--- config.mk ---
export PLATFORM = sky130hd
export DESIGN_NAME = tlb_mmu_flat
export DESIGN_NICKNAME = d
export VERILOG_FILES = /design/src/rtl/tlb_mmu_if.sv /design/src/rtl/tlb_mmu.sv /design/src/flat_wrapper.sv
export SDC_FILE = /design/constraint.sdc
export NUM_CORES = 2
export LEC_CHECK = 0
export ABC_CLOCK_PERIOD_IN_PS = 4200
export BUFFER_PORTS_ARGS = -buffer_cell sky130_fd_sc_hd__buf_2
export CORE_MARGIN = 4
export CORE_UTILIZATION = 53
export CTS_BUF_LIST = sky130_fd_sc_hd__clkbuf_8
export CTS_CLUSTER_SIZE = 40
export DETAILED_ROUTE_END_ITERATION = 16
export PLACE_DENSITY = 0.73
export REMOVE_ABC_BUFFERS = 1
export SYNTH_ARGS = -nofsm -noshare
export SYNTH_HDL_FRONTEND = slang
export SYNTH_SLANG_ARGS = --single-unit
--- constraint.sdc ---
create_clock -name clk -period 4.2 [get_ports clk]
set_input_delay 0.84 -clock clk [delete_from_list [all_inputs] [get_ports clk]]
set_output_delay 0.84 -clock clk [all_outputs]
set_load 0.02 [all_outputs]
--- src/rtl/tlb_mmu_if.sv ---
// Bundle of lookup, TLB-op, and Random/Wired signals between the pipeline/CP0 (master)
// and the joint TLB (slave).
interface tlb_mmu_if #(
   parameter int TLB_ENTRIES  = 16,
   parameter int LOOKUP_PORTS = 2,
   parameter int IDX_W        = $clog2(TLB_ENTRIES)
);
   logic                      k0_uncached;
   logic [7:0]                asid;

   logic [LOOKUP_PORTS-1:0]    lk_valid;
   logic [32*LOOKUP_PORTS-1:0] lk_vaddr;
   logic [LOOKUP_PORTS-1:0]    lk_store;
   logic [LOOKUP_PORTS-1:0]    lk_resp_valid;
   logic [32*LOOKUP_PORTS-1:0] lk_paddr;
   logic [LOOKUP_PORTS-1:0]    lk_uncached;
   logic [LOOKUP_PORTS-1:0]    lk_refill;
   logic [LOOKUP_PORTS-1:0]    lk_invalid;
   logic [LOOKUP_PORTS-1:0]    lk_modified;

   logic                      op_valid;
   logic [1:0]                op_code;
   logic [IDX_W-1:0]          op_index;
   logic [31:0]               op_entryhi;
   logic [31:0]               op_entrylo0;
   logic [31:0]               op_entrylo1;
   logic                      op_ready;
   logic                      op_done;
   logic [31:0]               rd_entryhi;
   logic [31:0]               rd_entrylo0;
   logic [31:0]               rd_entrylo1;
   logic [31:0]               p_index;

   logic [IDX_W-1:0]          wired;
   logic                      wired_we;
   logic [IDX_W-1:0]          random;

   modport master (
      output k0_uncached, asid, lk_valid, lk_vaddr, lk_store,
             op_valid, op_code, op_index, op_entryhi, op_entrylo0, op_entrylo1,
             wired, wired_we,
      input  lk_resp_valid, lk_paddr, lk_uncached, lk_refill, lk_invalid, lk_modified,
             op_ready, op_done, rd_entryhi, rd_entrylo0, rd_entrylo1, p_index, random
   );

   modport slave (
      input  k0_uncached, asid, lk_valid, lk_vaddr, lk_store,
             op_valid, op_code, op_index, op_entryhi, op_entrylo0, op_entrylo1,
             wired, wired_we,
      output lk_resp_valid, lk_paddr, lk_uncached, lk_refill, lk_invalid, lk_modified,
             op_ready, op_done, rd_entryhi, rd_entrylo0, rd_entrylo1, p_index, random
   );
endinterface

--- src/rtl/tlb_mmu.sv ---
// MIPS32 fully-associative joint TLB: registered multi-port translation, CP0 Random/Wired
// replacement, and a three-state engine executing TLBR/TLBWI/TLBWR/TLBP.
module tlb_mmu #(
   parameter int TLB_ENTRIES  = 16,
   parameter int LOOKUP_PORTS = 2,
   parameter int IDX_W        = $clog2(TLB_ENTRIES)
) (
   input logic      clk,
   input logic      reset,
   tlb_mmu_if.slave bus
);
   localparam logic [1:0] S_IDLE = 2'd0;
   localparam logic [1:0] S_EXEC = 2'd1;
   localparam logic [1:0] S_DONE = 2'd2;

   localparam logic [1:0] OP_TLBR  = 2'd0;
   localparam logic [1:0] OP_TLBWI = 2'd1;
   localparam logic [1:0] OP_TLBWR = 2'd2;
   localparam logic [1:0] OP_TLBP  = 2'd3;

   localparam logic [IDX_W-1:0] IDX_MAX = IDX_W'(TLB_ENTRIES - 1);

   typedef struct packed {
      logic [18:0] vpn2;
      logic [7:0]  asid;
      logic        g;
      logic [19:0] pfn0;
      logic [2:0]  c0;
      logic        d0;
      logic        v0;
      logic [19:0] pfn1;
      logic [2:0]  c1;
      logic        d1;
      logic        v1;
   } tlb_entry_t;

   typedef struct packed {
      logic [31:0] paddr;
      logic        uncached;
      logic        refill;
      logic        invalid;
      logic        modified;
   } lk_result_t;

   tlb_entry_t tlb_q [TLB_ENTRIES];
   tlb_entry_t tlb_d [TLB_ENTRIES];

   logic [LOOKUP_PORTS-1:0]    lk_resp_valid_q, lk_resp_valid_d;
   logic [32*LOOKUP_PORTS-1:0] lk_paddr_q, lk_paddr_d;
   logic [LOOKUP_PORTS-1:0]    lk_uncached_q, lk_uncached_d;
   logic [LOOKUP_PORTS-1:0]    lk_refill_q, lk_refill_d;
   logic [LOOKUP_PORTS-1:0]    lk_invalid_q, lk_invalid_d;
   logic [LOOKUP_PORTS-1:0]    lk_modified_q, lk_modified_d;
   lk_result_t                 lk_res [LOOKUP_PORTS];

   logic [1:0]       state_q, state_d;
   logic [1:0]       op_code_q, op_code_d;
   logic [IDX_W-1:0] op_index_q, op_index_d;
   logic [IDX_W-1:0] op_rand_q, op_rand_d;
   logic [18:0]      op_vpn2_q, op_vpn2_d;
   logic [7:0]       op_asid_q, op_asid_d;
   logic [25:0]      op_lo0_q, op_lo0_d;
   logic [25:0]      op_lo1_q, op_lo1_d;
   logic [31:0]      rd_entryhi_q, rd_entryhi_d;
   logic [31:0]      rd_entrylo0_q, rd_entrylo0_d;
   logic [31:0]      rd_entrylo1_q, rd_entrylo1_d;
   logic [31:0]      p_index_q, p_index_d;
   logic [IDX_W-1:0] random_q, random_d;

   tlb_entry_t       wr_entry;
   tlb_entry_t       rd_e;
   logic [IDX_W:0]   probe_hit;

   // Returns {hit, index}; scanning downwards leaves the lowest matching index.
   function automatic logic [IDX_W:0] probe(input logic [18:0] vpn2, input logic [7:0] cur_asid);
      logic [IDX_W:0] r;
      r = '0;
      for (int i = TLB_ENTRIES - 1; i >= 0; i--) begin
         if (tlb_q[i].vpn2 == vpn2 && (tlb_q[i].g || tlb_q[i].asid == cur_asid)) begin
            r = {1'b1, IDX_W'(i)};
         end
      end
      return r;
   endfunction

   function automatic lk_result_t translate(input logic [31:0] va, input logic store,
                                            input logic [7:0] cur_asid, input logic k0_unc);
      lk_result_t     r;
      logic [IDX_W:0] hit;
      tlb_entry_t     e;
      logic [19:0]    pfn;
      logic [2:0]     c;
      logic           d;
      logic           v;
      r   = '0;
      hit = probe(va[31:13], cur_asid);
      e   = tlb_q[hit[IDX_W-1:0]];
      pfn = va[12] ? e.pfn1 : e.pfn0;
      c   = va[12] ? e.c1   : e.c0;
      d   = va[12] ? e.d1   : e.d0;
      v   = va[12] ? e.v1   : e.v0;
      if (va[31:30] == 2'b10) begin
         r.paddr    = {3'b000, va[28:0]};
         r.uncached = va[29] | k0_unc;
      end else begin
         r.paddr    = {pfn, va[11:0]};
         r.uncached = (c != 3'd3);
         r.refill   = !hit[IDX_W];
         r.invalid  = hit[IDX_W] && !v;
         r.modified = hit[IDX_W] && v && !d && store;
      end
      return r;
   endfunction

   // NOTE: every always_comb output gets a default first so no path can infer a latch.
   always_comb begin
      lk_resp_valid_d = bus.lk_valid;
      lk_paddr_d      = lk_paddr_q;
      lk_uncached_d   = lk_uncached_q;
      lk_refill_d     = lk_refill_q;
      lk_invalid_d    = lk_invalid_q;
      lk_modified_d   = lk_modified_q;
      for (int p = 0; p < LOOKUP_PORTS; p++) begin
         lk_res[p] = translate(bus.lk_vaddr[p*32 +: 32], bus.lk_store[p], bus.asid, bus.k0_uncached);
         if (bus.lk_valid[p]) begin
            lk_paddr_d[p*32 +: 32] = lk_res[p].paddr;
            lk_uncached_d[p]       = lk_res[p].uncached;
            lk_refill_d[p]         = lk_res[p].refill;
            lk_invalid_d[p]        = lk_res[p].invalid;
            lk_modified_d[p]       = lk_res[p].modified;
         end
      end
   end

   assign wr_entry = '{vpn2: op_vpn2_q, asid: op_asid_q, g: op_lo0_q[0] & op_lo1_q[0],
                       pfn0: op_lo0_q[25:6], c0: op_lo0_q[5:3], d0: op_lo0_q[2], v0: op_lo0_q[1],
                       pfn1: op_lo1_q[25:6], c1: op_lo1_q[5:3], d1: op_lo1_q[2], v1: op_lo1_q[1]};
   assign rd_e      = tlb_q[op_index_q];
   assign probe_hit = probe(op_vpn2_q, op_asid_q);

   always_comb begin
      state_d       = state_q;
      op_code_d     = op_code_q;
      op_index_d    = op_index_q;
      op_rand_d     = op_rand_q;
      op_vpn2_d     = op_vpn2_q;
      op_asid_d     = op_asid_q;
      op_lo0_d      = op_lo0_q;
      op_lo1_d      = op_lo1_q;
      rd_entryhi_d  = rd_entryhi_q;
      rd_entrylo0_d = rd_entrylo0_q;
      rd_entrylo1_d = rd_entrylo1_q;
      p_index_d     = p_index_q;
      for (int i = 0; i < TLB_ENTRIES; i++) tlb_d[i] = tlb_q[i];
      case (state_q)
         S_IDLE: begin
            if (bus.op_valid) begin
               op_code_d  = bus.op_code;
               op_index_d = bus.op_index;
               op_rand_d  = random_q;
               op_vpn2_d  = bus.op_entryhi[31:13];
               op_asid_d  = bus.op_entryhi[7:0];
               op_lo0_d   = bus.op_entrylo0[25:0];
               op_lo1_d   = bus.op_entrylo1[25:0];
               state_d    = S_EXEC;
            end
         end
         S_EXEC: begin
            case (op_code_q)
               OP_TLBR: begin
                  rd_entryhi_d  = {rd_e.vpn2, 5'b0, rd_e.asid};
                  rd_entrylo0_d = {6'b0, rd_e.pfn0, rd_e.c0, rd_e.d0, rd_e.v0, rd_e.g};
                  rd_entrylo1_d = {6'b0, rd_e.pfn1, rd_e.c1, rd_e.d1, rd_e.v1, rd_e.g};
               end
               OP_TLBWI: tlb_d[op_index_q] = wr_entry;
               OP_TLBWR: tlb_d[op_rand_q]  = wr_entry;
               OP_TLBP:  p_index_d = probe_hit[IDX_W] ? 32'(probe_hit[IDX_W-1:0]) : 32'h8000_0000;
            endcase
            state_d = S_DONE;
         end
         S_DONE:  state_d = S_IDLE;
         default: state_d = S_IDLE;
      endcase
   end

   // Random wraps to the top whenever it reaches Wired, so it never enters the wired range.
   always_comb begin
      if (bus.wired_we || random_q <= bus.wired) random_d = IDX_MAX;
      else                                      random_d = random_q - IDX_W'(1);
   end

   // NOTE: the table lives in flops and is cleared on reset so every entry starts invalid.
   always_ff @(posedge clk) begin
      if (reset) begin
         for (int i = 0; i < TLB_ENTRIES; i++) tlb_q[i] <= '0;
         lk_resp_valid_q <= '0;
         lk_paddr_q      <= '0;
         lk_uncached_q   <= '0;
         lk_refill_q     <= '0;
         lk_invalid_q    <= '0;
         lk_modified_q   <= '0;
         state_q         <= S_IDLE;
         op_code_q       <= '0;
         op_index_q      <= '0;
         op_rand_q       <= '0;
         op_vpn2_q       <= '0;
         op_asid_q       <= '0;
         op_lo0_q        <= '0;
         op_lo1_q        <= '0;
         rd_entryhi_q    <= '0;
         rd_entrylo0_q   <= '0;
         rd_entrylo1_q   <= '0;
         p_index_q       <= 32'h8000_0000;
         random_q        <= IDX_MAX;
      end else begin
         for (int i = 0; i < TLB_ENTRIES; i++) tlb_q[i] <= tlb_d[i];
         lk_resp_valid_q <= lk_resp_valid_d;
         lk_paddr_q      <= lk_paddr_d;
         lk_uncached_q   <= lk_uncached_d;
         lk_refill_q     <= lk_refill_d;
         lk_invalid_q    <= lk_invalid_d;
         lk_modified_q   <= lk_modified_d;
         state_q         <= state_d;
         op_code_q       <= op_code_d;
         op_index_q      <= op_index_d;
         op_rand_q       <= op_rand_d;
         op_vpn2_q       <= op_vpn2_d;
         op_asid_q       <= op_asid_d;
         op_lo0_q        <= op_lo0_d;
         op_lo1_q        <= op_lo1_d;
         rd_entryhi_q    <= rd_entryhi_d;
         rd_entrylo0_q   <= rd_entrylo0_d;
         rd_entrylo1_q   <= rd_entrylo1_d;
         p_index_q       <= p_index_d;
         random_q        <= random_d;
      end
   end

   logic unused_fields;
   assign unused_fields = ^{bus.op_entryhi[12:8], bus.op_entrylo0[31:26], bus.op_entrylo1[31:26]};

   assign bus.lk_resp_valid = lk_resp_valid_q;
   assign bus.lk_paddr      = lk_paddr_q;
   assign bus.lk_uncached   = lk_uncached_q;
   assign bus.lk_refill     = lk_refill_q;
   assign bus.lk_invalid    = lk_invalid_q;
   assign bus.lk_modified   = lk_modified_q;
   assign bus.op_ready      = (state_q == S_IDLE);
   assign bus.op_done       = (state_q == S_DONE);
   assign bus.rd_entryhi    = rd_entryhi_q;
   assign bus.rd_entrylo0   = rd_entrylo0_q;
   assign bus.rd_entrylo1   = rd_entrylo1_q;
   assign bus.p_index       = p_index_q;
   assign bus.random        = random_q;
endmodule
--- src/flat_wrapper.sv ---
// flat-port wrapper written by rule: the top's interface ports become plain ports
module tlb_mmu_flat 
#(
   parameter int TLB_ENTRIES  = 16,
   parameter int LOOKUP_PORTS = 2,
   parameter int IDX_W        = $clog2(TLB_ENTRIES)
)
  (clk, reset, bus_k0_uncached, bus_asid, bus_lk_valid, bus_lk_vaddr, bus_lk_store, bus_op_valid, bus_op_code, bus_op_index, bus_op_entryhi, bus_op_entrylo0, bus_op_entrylo1, bus_wired, bus_wired_we, bus_lk_resp_valid, bus_lk_paddr, bus_lk_uncached, bus_lk_refill, bus_lk_invalid, bus_lk_modified, bus_op_ready, bus_op_done, bus_rd_entryhi, bus_rd_entrylo0, bus_rd_entrylo1, bus_p_index, bus_random);
  tlb_mmu_if #(.TLB_ENTRIES(TLB_ENTRIES), .LOOKUP_PORTS(LOOKUP_PORTS), .IDX_W(IDX_W)) bus_i ();
  input logic clk;
  input logic reset;
  input wire logic [$bits(bus_i.k0_uncached)-1:0] bus_k0_uncached;
  input wire logic [$bits(bus_i.asid)-1:0] bus_asid;
  input wire logic [$bits(bus_i.lk_valid)-1:0] bus_lk_valid;
  input wire logic [$bits(bus_i.lk_vaddr)-1:0] bus_lk_vaddr;
  input wire logic [$bits(bus_i.lk_store)-1:0] bus_lk_store;
  input wire logic [$bits(bus_i.op_valid)-1:0] bus_op_valid;
  input wire logic [$bits(bus_i.op_code)-1:0] bus_op_code;
  input wire logic [$bits(bus_i.op_index)-1:0] bus_op_index;
  input wire logic [$bits(bus_i.op_entryhi)-1:0] bus_op_entryhi;
  input wire logic [$bits(bus_i.op_entrylo0)-1:0] bus_op_entrylo0;
  input wire logic [$bits(bus_i.op_entrylo1)-1:0] bus_op_entrylo1;
  input wire logic [$bits(bus_i.wired)-1:0] bus_wired;
  input wire logic [$bits(bus_i.wired_we)-1:0] bus_wired_we;
  output wire logic [$bits(bus_i.lk_resp_valid)-1:0] bus_lk_resp_valid;
  output wire logic [$bits(bus_i.lk_paddr)-1:0] bus_lk_paddr;
  output wire logic [$bits(bus_i.lk_uncached)-1:0] bus_lk_uncached;
  output wire logic [$bits(bus_i.lk_refill)-1:0] bus_lk_refill;
  output wire logic [$bits(bus_i.lk_invalid)-1:0] bus_lk_invalid;
  output wire logic [$bits(bus_i.lk_modified)-1:0] bus_lk_modified;
  output wire logic [$bits(bus_i.op_ready)-1:0] bus_op_ready;
  output wire logic [$bits(bus_i.op_done)-1:0] bus_op_done;
  output wire logic [$bits(bus_i.rd_entryhi)-1:0] bus_rd_entryhi;
  output wire logic [$bits(bus_i.rd_entrylo0)-1:0] bus_rd_entrylo0;
  output wire logic [$bits(bus_i.rd_entrylo1)-1:0] bus_rd_entrylo1;
  output wire logic [$bits(bus_i.p_index)-1:0] bus_p_index;
  output wire logic [$bits(bus_i.random)-1:0] bus_random;
  assign bus_i.k0_uncached = bus_k0_uncached;
  assign bus_i.asid = bus_asid;
  assign bus_i.lk_valid = bus_lk_valid;
  assign bus_i.lk_vaddr = bus_lk_vaddr;
  assign bus_i.lk_store = bus_lk_store;
  assign bus_i.op_valid = bus_op_valid;
  assign bus_i.op_code = bus_op_code;
  assign bus_i.op_index = bus_op_index;
  assign bus_i.op_entryhi = bus_op_entryhi;
  assign bus_i.op_entrylo0 = bus_op_entrylo0;
  assign bus_i.op_entrylo1 = bus_op_entrylo1;
  assign bus_i.wired = bus_wired;
  assign bus_i.wired_we = bus_wired_we;
  assign bus_lk_resp_valid = bus_i.lk_resp_valid;
  assign bus_lk_paddr = bus_i.lk_paddr;
  assign bus_lk_uncached = bus_i.lk_uncached;
  assign bus_lk_refill = bus_i.lk_refill;
  assign bus_lk_invalid = bus_i.lk_invalid;
  assign bus_lk_modified = bus_i.lk_modified;
  assign bus_op_ready = bus_i.op_ready;
  assign bus_op_done = bus_i.op_done;
  assign bus_rd_entryhi = bus_i.rd_entryhi;
  assign bus_rd_entrylo0 = bus_i.rd_entrylo0;
  assign bus_rd_entrylo1 = bus_i.rd_entrylo1;
  assign bus_p_index = bus_i.p_index;
  assign bus_random = bus_i.random;
  tlb_mmu #(.TLB_ENTRIES(TLB_ENTRIES), .LOOKUP_PORTS(LOOKUP_PORTS), .IDX_W(IDX_W)) u_core (.clk(clk), .reset(reset), .bus(bus_i));
endmodule
# Word level (Yosys, flattened, before mapping)

Memory sizes are Yosys's and may differ from the RTL's. A register that Yosys moved wholly into a read port is not among the register bits.
Cells that the tools add are included.

Register bits: 280
RAM bits: 1248
Input bits: 187
Word-level logic and storage cells: 337
Memories: 1

Memory list:

| name         | words | bits a word | rd ports | clocked after Yosys merged registers in | write ports | line          | source |
|---|---|---|---|---|---|---|---|
| u_core.tlb_q | 16    | 78          | 19       | 1                                       | 16          | tlb_mmu.sv:45 | `tlb_entry_t tlb_q [TLB_ENTRIES];` |

$add $sub $neg: 1
$lt $le $gt $ge: 5
Eq/ne operators: 90
Mux-type cells: 92
Bitwise gates (word level): 21
Reduce and logical (&&, ||, !) cells: 103

Operators with widths:

| operator           | number |
|---|---|
| $bwmux 1248        | 2 |
| $pmux 1248 s2      | 1 |
| $mux 78            | 18 |
| $mux 1248          | 1 |
| $eq 19x19->1       | 48 |
| $demux 78 s4       | 2 |
| $eq 8x8->1         | 32 |
| $mux 5             | 48 |
| $mux 33            | 2 |
| $logic_and 1x1->1  | 58 |
| $mux 20            | 2 |
| $logic_or 1x1->1   | 33 |
| $mux 32            | 1 |
| $or 1x1->1         | 18 |
| $mux 3             | 4 |
| $eq 2x2->1 const B | 5 |
| $ge 5x5->1 const B | 2 |
| $lt 5x1->1 const B | 2 |
| $not 4->5          | 2 |
| $mux 4             | 2 |
| $mux 1             | 7 |
| $logic_not 1->1    | 6 |
| $ne 3x2->1 const B | 2 |
| $reduce_and 2->1   | 3 |
| other kinds (9)    | 11 |

# Depth between registers and ports, before layout

An unclocked memory read counts as a cell.

Word-level depth: 26
Depth in mapped cells: 20
Mapped depth without buffers: 13

# Worst setup path after synthesis

Ideal clock, no wire load.

Kind: input to register
Start point: in bus_lk_vaddr[16]
End point: reg u_core.lk_paddr_q[12], in the netlist u_core.bus.lk_paddr[12]
Setup time: 70 ps
Data arrival time: 4064 ps
Data required time: 4130 ps
Setup slack: 66 ps
Stages on the path: 16
Path through: buf_2 > buf_2 > xor2_1 > nor4_1 > nand4_1 > nor3_1 > nor2_1 > a21boi_0 > o21ai_2 > a31oi_2 > buf_2 > mux2i_1 > mux2i_1 > mux2_2 > o31ai_1 > o2bb2ai_1

Cells in the longest elaborated chain, start to end: 21
Elaborated cells between the ends (all ways): 51

Ends and longest elaborated chain:

| item                  | line               | source |
|---|---|---|
| from (decl)           | flat_wrapper.sv:15 | `input wire logic [$bits(bus_i.lk_vaddr)-1:0] bus_lk_vaddr;` |
| $eq 19x19->1          | tlb_mmu.sv:79      | `if (tlb_q[i].vpn2 == vpn2 && (tlb_q[i].g \|\| tlb_q[i].asid == cur_asid)) begin` |
| $logic_and 1x1->1     | tlb_mmu.sv:79      |  |
| $mux 5 (15 in series) | tlb_mmu.sv:79      |  |
| $mux 5 (*)            | tlb_mmu.sv:79      |  |
| $mem_v2 16x78 (*)     | n/a                |  |
| $mux 20 (*)           | tlb_mmu.sv:98      | `pfn = va[12] ? e.pfn1 : e.pfn0;` |
| $mux 33 (*)           | tlb_mmu.sv:102     | `if (va[31:30] == 2'b10) begin` |
| to (signal assigned)  | tlb_mmu.sv:218     | `lk_paddr_q <= lk_paddr_d;` |
| to (decl)             | tlb_mmu.sv:49      | `logic [32*LOOKUP_PORTS-1:0] lk_paddr_q, lk_paddr_d;` |

Every way passes the cells marked *; elsewhere a longest branch is shown, timed or not.
A chain may end at the register's enable or synchronous reset.

==> run_results.csv <==
group,metric,value,unit
grt,grt_overflow,0,
routing,wl,431600,um
power_and_ir_drop,seq_power_share,44.6,%
clock_network,clockRootBuffer,"clkbuf_8",
power_and_ir_drop,powerDensity,310.0,nW/um^2
layout,fill_cells,13920,
critical_path,slowest_delay,0.67,ns
timing,hold_viol_final,0,
synthesis,synth.distinct_cells,72,
synthesis,synth_warnings,0,
routing,drt-initial-drc-count,15030,
routing,wl_per_cell,31.26,um
clock_network,clk_pin_slew,0.07,ns
timing,fin_crit,4.285,ns
layout,fin_nets,11600,
critical_path,crit_slowest_cell,"or4b_2",
timing,fin_tns_setup,-0.2176,ns
power_and_ir_drop,ir_drop,0.4282,mV
timing,skew,0.07712,ns
floorplanning,fp.dieW,418.5,um
critical_path,arrival,5.32,ns
critical_path,path_cells,"buf_4 > xor2_1 > nor4_1 > nand4_1 > nor3_2 > buf_4 > nor2_1 > or4b_2 > nor2b_2 > buf_12 > buf_4 > nor2_4 > buf_12 > o21ai_0 > a221oi_1 > a2111oi_0 > a211oi_1",
grt,met3_usage,14.01,%
critical_path,crit_top_cell,"buf_4",
clock_network,cts-htree-levels,5,
routing,ant_nets,0,
grt,grt_util_all_layers,46.99,%
power_and_ir_drop,clkPwrFrac,44.8,%
worst_hold_path,hp-class,"input pin to register",
clock_network,insertion_delay,1.12,ns
timing,final.setup.worst_slack,-0.08492,ns
timing,slew_violations,0,
clock_network,numCtsBuffers,285,
grt,grtUsageMet1,55.84,%
routing,viasPerCell,6.700,
layout,area_growth,19.58,%
timing,fmax,233.4,MHz
critical_path,critPathLaunchType,"register",
critical_path,cp_data_required_time,5.23,ns
layout,layout-drive-gt1-share,20.87,%
timing,grt_setup_unrepaired,"true",
synthesis,syn_inst,10770,
grt,grt_pass1_vias,88350,
timing,setup-violations-final,4,
synthesis,async_flop_share,0,%
critical_path,critical_path_class,"register to register",
timing,max_slew_margin,9.986,%
synthesis,synth_flop_cell,"dfxtp_1",
clock_network,cts_tree,"yes",
power_and_ir_drop,leakage,41.97,nW
grt,grt_first_pass_wirelength,606600,um
placed_design,dp_hpwl,285700,um
routing,drtPass1Iterations,9,
placed_design,io_buffers,333,
layout,utilization,63.85,%
timing,fin_crit_sh,102.0,%
synthesis,synth_edf_count,0,
critical_path,worstSetupEndpointType,"register",
power_and_ir_drop,switching_share,28.42,%
placed_design,placed_area,99060,um^2
critical_path,critPathBufInv,5,
floorplanning,dieArea,175100,um^2
layout,finalInstanceArea,106800,um^2
power_and_ir_drop,p_switching,9.408,mW
grt,busiest_layer,"met2",
synthesis,synth_area,89290,um^2
floorplanning,io_pins,395,
floorplanning,start_util,53.39,%
synthesis,ys_seq_elements,1504,
grt,antenna_found_initial,14,
floorplanning,die_h,418.5,um
power_and_ir_drop,internal-power,23.69,mW
synthesis,synth_area_per_cell,8.294,um^2
run_status,outcome,"finished with violations",
critical_path,crit_family,"simple AND/OR/NAND/NOR gates",
timing,worst_slew_pin_slew,1.350,ns
placed_design,place.gp.congestion,1.082,
run_status,violations,"negative setup slack",
floorplanning,core_area,167200,um^2
floorplanning,std_cell_rows,150,
clock_network,clockBufferDepth,4,
power_and_ir_drop,combPwrFrac,10.6,%
clock_network,cts_sinks,1504,
synthesis,ys_seq_area_share,33.72,%
grt,grt_max_degree,192,
layout,multi_input_area,55460,um^2
routing,vias,92490,
critical_path,crit_fanout,13,
grt,grt_util_met2,68.78,%
layout,seq_area,30180,um^2
routing,drc,0,
flow_run,max_cap_violations,0,
power groups by stage:
stage | logic [mW] | clock network, mW | registers (mW)
2_1_floorplan | 1.23 | 0 | 15.2
3_3_place_gp | 3.24 | 0 | 15.1
3_5_place_dp | 3.26 | 0 | 15.1
4_1_cts | 3.34 | 14.8 | 14.7
5_1_grt | 3.58 | 15.4 | 14.8
6_report | 3.49 | 14.8 | 14.8
flip-flops by register name, summed over array words and instances (netlist names), 5 cells and up, named ones only:
| signal | cells |
|---|---|
| u_core.bus.lk_paddr | 64 |
| u_core.op_vpn2_q | 19 |
| u_core.op_asid_q | 8 |
| u_core.bus.rd_entrylo0 | 26 |
| u_core.bus.rd_entryhi | 27 |
| u_core.tlb_q | 1248 |
| u_core.bus.rd_entrylo1 | 25 |
| u_core.op_lo0_q | 26 |
| u_core.bus.p_index | 5 |
| u_core.op_lo1_q | 26 |
worst min-delay path: cells and delay by family:
| kind | cells | cell delay (ns) |
|---|---|---|
| simple gates | 1 | 0.09 |
| compound gates | 1 | 0.06 |
| buf+inv | 1 | 0.10 |
layout by cell type, fill, tap and decap left out, types with 177 or more instances in the layout:
cell type and count:
nand2_1 2943, a21oi_1 1527, dfxtp_1 1454, buf_4 800, xor2_1 799, mux2i_1 723, mux4_2 412, xnor2_1 367
clkbuf_8 349, buf_2 331, nor2_1 203, buf_12 182, nor4_1 177
Yosys cell counts, types with 13 or more instances:
library cell  number  share of area [%]
nor4_1           206                1.4
a21oi_1         1530                8.6
a2111oi_2         16               0.27
a22o_1            24               0.24
mux2_2            35               0.44
nand2b_1          30               0.21
inv_1             13              0.055
nor3_1            46               0.26
dfxtp_1         1504                 34
buf_6             23               0.29
buf_1            104               0.44
mux4_2           412                 10
and3_1            29               0.20
xor2_1           800                7.8
a221o_1           18               0.20
a22oi_1           71               0.60
a221oi_1         119                1.2
nand2_1         2963                 12
clkbuf_1         755                3.2
xnor2_1          370                3.6
nor2_1           209               0.88
buf_2            150               0.84
o22ai_1           17               0.12
o21ai_0          128               0.72
a211oi_1          44               0.37
nand3b_1          19               0.16
nand4_1          106               0.74
nand3_1           51               0.29
mux2i_1          726                8.1
and2_1            25               0.18
nor2b_1           16               0.11
a2111oi_0         16               0.16
buf_4             77               0.65
metal layers:
metal	share of wire, %	wire [um]
met3	13	58190
met1	34	146400
met2	42	179500
met4	11	47360
met5	0.030	130
stage by stage:
stage | hold WS (ns) | total power, mW | cells | setup WS, ns
final | 0.02144 | 33.10 | 13810 | -0.08492
after global routing | 0.03555 | 33.75 | 13800 | -0.1111
after CTS | 0.003241 | 32.84 | 13760 | 0.0008682
after detailed placement | 0.4321 | 18.32 | 13210 | -1.343
after global placement | 0.4243 | 18.29 | 13210 | -1.296
after floorplan | 0.4303 | 16.38 | 9697 | -20.25
final timing paths:
path / from / to / slack [ns] / cells past startpoint
setup / recovery: u_core.tlb_q[8][68]$_SDFFE_PP0P_ / u_core.bus.lk_paddr[27]$_SDFFE_PP0P_ / -0.08 / 17
hold / removal: bus_op_entryhi[17] / u_core.op_vpn2_q[4]$_SDFFE_PP0P_ / 0.02 / 3
setup reg to reg: u_core.tlb_q[8][68]$_SDFFE_PP0P_ / u_core.bus.lk_paddr[27]$_SDFFE_PP0P_ / -0.08 / 17
hold reg to reg: u_core.bus.random[0]$_SDFF_PP1_ / u_core.bus.random[0]$_SDFF_PP1_ / 0.44 / 1
cell type report:
type | instances | area share, %
multi-input cells | 8180 | 51.95
flip-flops and latches | 1504 | 28.27
repair buffers | 1423 | 11.89
clock buffers | 349 | 4.499
well taps | 2204 | 2.583
clock inverters | 124 | 0.7535
inverters | 13 | 0.04570
diodes | 8 | 0.01875
cells by family after synthesis:
logic type / Yosys count / share of synthesized area (%)
buffers and inverters: 1124 / 5.469
DFF: 1504 / 33.72
AOI/OAI and AO/OA: 2058 / 13.11
adders and majority gates: 8 / 0.1121
and+or+nand+nor: 3727 / 17.14
muxes: 1173 / 18.97
other: 1 / 0.004200
xor gates and xnor gates: 1170 / 11.48
repair_timing:
item	in CTS	in global routing
pin swaps	11	38
gates resized for setup	36	158
hold endpoints to repair	87	0
gates cloned	1	8
endpoints found under the setup margin	46	47
hold buffers	81	0
buffers inserted	1	27
Power figures use the tool's default switching activity.
